==> src/rtl/reg_file_bist_pkg.sv <==
// Shared definitions for the register-file BIST controller: default sizes,
// the base test pattern, FSM state encoding and the last march phase.
package reg_file_bist_pkg;

  localparam int DATA_WIDTH_DEF = 32;
  localparam int ADDR_WIDTH_DEF = 5;
  localparam int REG_NUM        = 2 ** ADDR_WIDTH_DEF;

  localparam logic [31:0] DEFAULT_PATTERN = 32'h5A5AA5A5;

  // Phases run 0, 1, 2; the run ends after the read sweep of this one.
  localparam logic [1:0] PHASE_LAST = 2'd2;

  typedef enum logic [2:0] {
    IDLE = 3'd0,
    WR   = 3'd1,
    RD   = 3'd2,
    DONE = 3'd3,
    FAIL = 3'd4
  } state_e;

endpackage

==> src/rtl/reg_file_bist_pattern.sv <==
// Pattern generator for one address: the value written during the write sweep
// and the value expected back during the read sweep (register 0 reads zero).
module reg_bist_pattern
  import reg_file_bist_pkg::*;
#(
  parameter int                    DATA_WIDTH = DATA_WIDTH_DEF,
  parameter int                    ADDR_WIDTH = ADDR_WIDTH_DEF,
  parameter logic [DATA_WIDTH-1:0] PATTERN    = DATA_WIDTH'(DEFAULT_PATTERN)
) (
  input  logic [1:0]            phase_i,
  input  logic [ADDR_WIDTH-1:0] addr_i,
  output logic [DATA_WIDTH-1:0] pat_o,
  output logic [DATA_WIDTH-1:0] exp_o
);

  // Phase 2 folds the address into the data so that aliased addresses show up.
  always_comb begin
    pat_o = PATTERN;
    case (phase_i)
      2'd0:    pat_o = PATTERN;
      2'd1:    pat_o = ~PATTERN;
      default: pat_o = PATTERN ^ DATA_WIDTH'(addr_i);
    endcase
    exp_o = (addr_i == '0) ? '0 : pat_o;
  end

endmodule

==> src/rtl/reg_file_bist.sv <==
// Register-file BIST controller: three write-then-read march phases over all
// registers, reading both ports in opposite directions, reporting pass/fail
// and the first failing address and observed data.
module reg_file_bist
  import reg_file_bist_pkg::*;
#(
  parameter int                    DATA_WIDTH = DATA_WIDTH_DEF,
  parameter int                    ADDR_WIDTH = ADDR_WIDTH_DEF,
  parameter logic [DATA_WIDTH-1:0] PATTERN    = DATA_WIDTH'(DEFAULT_PATTERN)
) (
  input  logic                  clk,
  input  logic                  rst,
  input  logic                  start,
  output logic [ADDR_WIDTH-1:0] waddr,
  output logic                  wen,
  output logic [DATA_WIDTH-1:0] wdata,
  output logic [ADDR_WIDTH-1:0] raddr1,
  output logic [ADDR_WIDTH-1:0] raddr2,
  input  logic [DATA_WIDTH-1:0] rdata1,
  input  logic [DATA_WIDTH-1:0] rdata2,
  output logic                  busy,
  output logic                  done,
  output logic                  pass,
  output logic [ADDR_WIDTH-1:0] fail_addr,
  output logic [DATA_WIDTH-1:0] fail_data
);

  localparam logic [ADDR_WIDTH-1:0] CNT_MAX = '1;

  state_e                  state_q, state_d;
  logic [ADDR_WIDTH-1:0]   cnt_q, cnt_d;
  logic [1:0]              phase_q, phase_d;
  logic                    busy_q, busy_d;
  logic                    done_q, done_d;
  logic                    pass_q, pass_d;
  logic [ADDR_WIDTH-1:0]   failAddr_q, failAddr_d;
  logic [DATA_WIDTH-1:0]   failData_q, failData_d;

  logic [ADDR_WIDTH-1:0]   cntInv;
  logic [DATA_WIDTH-1:0]   pat1, exp1, exp2;
  // Port 2 is only ever read, so its write pattern is not needed.
  logic [DATA_WIDTH-1:0]   unusedPat2;
  logic                    mismatch1, mismatch2;

  assign cntInv    = ~cnt_q;
  assign mismatch1 = (rdata1 != exp1);
  assign mismatch2 = (rdata2 != exp2);

  reg_bist_pattern #(
    .DATA_WIDTH (DATA_WIDTH),
    .ADDR_WIDTH (ADDR_WIDTH),
    .PATTERN    (PATTERN)
  ) u_pat1 (
    .phase_i (phase_q),
    .addr_i  (cnt_q),
    .pat_o   (pat1),
    .exp_o   (exp1)
  );

  reg_bist_pattern #(
    .DATA_WIDTH (DATA_WIDTH),
    .ADDR_WIDTH (ADDR_WIDTH),
    .PATTERN    (PATTERN)
  ) u_pat2 (
    .phase_i (phase_q),
    .addr_i  (cntInv),
    .pat_o   (unusedPat2),
    .exp_o   (exp2)
  );

  // State, sweep counter, phase and result registers; reset aborts any run.
  always_ff @(posedge clk or posedge rst) begin
    if (rst) begin
      state_q    <= IDLE;
      cnt_q      <= '0;
      phase_q    <= 2'd0;
      busy_q     <= 1'b0;
      done_q     <= 1'b0;
      pass_q     <= 1'b0;
      failAddr_q <= '0;
      failData_q <= '0;
    end else begin
      state_q    <= state_d;
      cnt_q      <= cnt_d;
      phase_q    <= phase_d;
      busy_q     <= busy_d;
      done_q     <= done_d;
      pass_q     <= pass_d;
      failAddr_q <= failAddr_d;
      failData_q <= failData_d;
    end
  end

  // Next-state logic: march sequencing and capture of the first mismatch.
  always_comb begin
    state_d    = state_q;
    cnt_d      = cnt_q;
    phase_d    = phase_q;
    busy_d     = busy_q;
    done_d     = done_q;
    pass_d     = pass_q;
    failAddr_d = failAddr_q;
    failData_d = failData_q;
    case (state_q)
      IDLE, DONE, FAIL: begin
        if (start) begin
          state_d    = WR;
          cnt_d      = '0;
          phase_d    = 2'd0;
          busy_d     = 1'b1;
          done_d     = 1'b0;
          pass_d     = 1'b0;
          failAddr_d = '0;
          failData_d = '0;
        end
      end
      WR: begin
        cnt_d = cnt_q + 1'b1;
        if (cnt_q == CNT_MAX) begin
          state_d = RD;
        end
      end
      RD: begin
        if (mismatch1 || mismatch2) begin
          state_d    = FAIL;
          busy_d     = 1'b0;
          done_d     = 1'b1;
          pass_d     = 1'b0;
          failAddr_d = mismatch1 ? cnt_q : cntInv;
          failData_d = mismatch1 ? rdata1 : rdata2;
        end else begin
          cnt_d = cnt_q + 1'b1;
          if (cnt_q == CNT_MAX) begin
            if (phase_q < PHASE_LAST) begin
              state_d = WR;
              phase_d = phase_q + 2'd1;
            end else begin
              state_d = DONE;
              busy_d  = 1'b0;
              done_d  = 1'b1;
              pass_d  = 1'b1;
            end
          end
        end
      end
      default: state_d = IDLE;
    endcase
  end

  // Register-file drive: write port only in WR, read addresses only in RD.
  always_comb begin
    wen    = 1'b0;
    waddr  = '0;
    wdata  = '0;
    raddr1 = '0;
    raddr2 = '0;
    case (state_q)
      WR: begin
        wen   = 1'b1;
        waddr = cnt_q;
        wdata = pat1;
      end
      RD: begin
        raddr1 = cnt_q;
        raddr2 = cntInv;
      end
      default: ;
    endcase
  end

  assign busy      = busy_q;
  assign done      = done_q;
  assign pass      = pass_q;
  assign fail_addr = failAddr_q;
  assign fail_data = failData_q;

endmodule

==> config.mk <==
export PLATFORM = sky130hd
export DESIGN_NAME = reg_file_bist
export DESIGN_NICKNAME = d
export VERILOG_FILES = /design/src/rtl/reg_file_bist_pkg.sv /design/src/rtl/reg_file_bist_pattern.sv /design/src/rtl/reg_file_bist.sv
export SDC_FILE = /design/constraint.sdc
export NUM_CORES = 1
export LEC_CHECK = 0
export CORE_AREA = 2 2 144 76
export DETAILED_ROUTE_END_ITERATION = 7
export DIE_AREA = 0 0 146 78
export PLACE_DENSITY = 0.85
export SLEW_MARGIN = 40
export SYNTH_ARGS = -nofsm -noshare
export SYNTH_HDL_FRONTEND = slang
export SYNTH_HIERARCHICAL = 1
export SYNTH_SLANG_ARGS = --single-unit
export TNS_END_PERCENT = 50
==> constraint.sdc <==
create_clock -name clk -period 3.9 [get_ports clk]
set_input_delay 0.78 -clock clk [delete_from_list [all_inputs] [get_ports clk]]
set_output_delay 0.78 -clock clk [all_outputs]
set_load 0.1 [all_outputs]
==> flow_summary.ini <==
[outcome]
status = completed

[cts]
clockBufferDepth = 2
insertion_delay_ps = 300
clkSlewWorstSetupHoldPaths_ps = 70
cts_root_buf = clkbuf_16
postCtsSetupBuffers = 0
cts_tree = done
htree_levels = 2
postCtsHoldBufs = 0
cts.sinks = 50
cts.repair.resized = 0
numCtsBuffers = 5

[synth]
syn-cell-area_um2 = 4420
syn_avg_cell_area_um2 = 9.56
synth_cells = 462
ys_warn_count = 6
syn-num-nets = 531

[global_routing]
grt_util_all_layers = 0.224
grt_pass1_vias = 3652
grt_pass1_wl_um = 20200
gr-usage-met3 = 0.0512
use_met1 = 0.299
grt_max_degree = 51
overflow = 0
grtUsageMet2 = 0.356
busiest_layer = met2
antenna_found_initial = 0

[drt]
routed_wl_um = 13100
wl_per_cell_um = 19.2
antenna_left = 0
num_vias = 3678
first_iter_violations = 265
drc_errors = 0
first_pass_iters = 5
vias_per_cell = 5.42

[min_path]
worstHoldStart = fail_data[27]
hold_class = reg -> reg

[placed_design]
gp_congestion = 0.968
dpl.hpwl_um = 9850
dp.cells = 671
io_buffers = 154
dpl_cell_area_um2 = 5650

[sta]
slew_headroom = 0.565
tightest_slew_ps = 650
setup_violations = 0
hold_viol_final = 0
rsz0062_at_grt = no
tns_ps = 0
slew_violations = 0
finClkSkew_ps = 9.59
finalCritPeriodShare = 0.933
min_period_ps = 3640
fmax_mhz = 275

[setup_path]
crit_fanout = 13
worst_setup_path_start_kind = flip-flop
r2r-start = cnt_q[2]
setup.worst_path.start = cnt_q[2]
cp.required_ps = 4080
end_kind = flip-flop
crit_type = reg -> reg
crit_arrival_ps = 3820

[die]
dieArea_um2 = 11400
die_x_um = 146
core_area_um2 = 10000
start_util = 0.441
pin_count = 155
num_rows = 26
die_h_um = 78

[run]
maxCapViolCount = 0

[finish]
regArea_um2 = 1250
fin_area_um2 = 5820
drive_above_1_share = 0.262
layoutNonFillerInstCount = 679
nNetsFinal = 607
fin_util = 0.581
area_growth_pct = 31.8
n_antenna_cell = 0
fill_cells = 849
multiInputGateArea_um2 = 2440

[power_and_ir_drop]
power_density_nw_per_um2 = 855
p_leak_nw = 2.38
irDropWorstVdd_v = 0.000539
## worst max-delay path, cell delays in order (launching register included)
cell	delay, ps
dfrtp_1	610
inv_1	230
nor4_2	260
buf_4	200
a21oi_1	80
buf_4	230
xnor2_1	170
nand4_1	200
nor4_2	480
and4_1	520
a21oi_2	180
mux2_1	350
## power breakdown
group	leakage, nW	total, mW	internal (mW)	switching (mW)
logic	1.63	3.75	1.08	2.67
clock network	0.0745	0.458	0.258	0.200
registers	0.676	0.770	0.636	0.133
total	2.38	4.97	1.97	3.00
## per-stage QoR
step / setup WS [ps] / power [mW] / hold slack, ps
after global routing: 167 / 5.14 / 505
after CTS: 376 / 4.98 / 493
final: 260 / 4.97 / 490
after floorplan: 244 / 3.56 / 499
after detailed placement: 401 / 4.50 / 472
after global placement: 165 / 4.56 / 474
## routing by layer
layer  routed length (um)  part of all wire  vias up
met5                    0                 0        -
met4                  438             0.034        0
met3                  956             0.073       37
met2                 6060              0.46      184
met1                 5600              0.43     1766
li1                     -                 -     1691
## placed cells by master, fill, tap and decap left out, drive strengths merged, types with 8 or more instances in the layout
master,count
nand4,18
nand2,15
inv,13
o2bb2ai,37
xnor2,69
dfrtp,50
buf,101
mux2i,34
and2,35
nor3,8
a21oi,12
nor2,19
clkdlybuf4s50,66
## path summary, 6_finish.rpt
| kind | slack, ps | to | depth (start not counted) |
|---|---|---|---|
| max in group asynchronous | 2540 | fail_data[15] | 2 |
| worst min-delay path | 490 | fail_data[27] | 1 |
| worst min register to register | 490 | fail_data[27] | 1 |
| worst max register to register | 260 | cnt_q[4] | 11 |
| worst max-delay path | 260 | cnt_q[4] | 11 |
| min in group asynchronous | 930 | fail_data[27] | 2 |
## sequential cells by signal (all words and copies together) (netlist names)
name and count:
fail_data 32, cnt_q 5, fail_addr 5, state_q 3, phase_q 2, busy 1, done 1, pass 1
## cell type report
type	count	share of cell area
clock buffers	7	0.0245
clock inverters	1	0.00151
inverters	12	0.00817
multi-input cells	302	0.419
flip-flops and latches	50	0.215
well taps	140	0.0301
repair buffers	167	0.302
(Power assumes the default switching activity.)
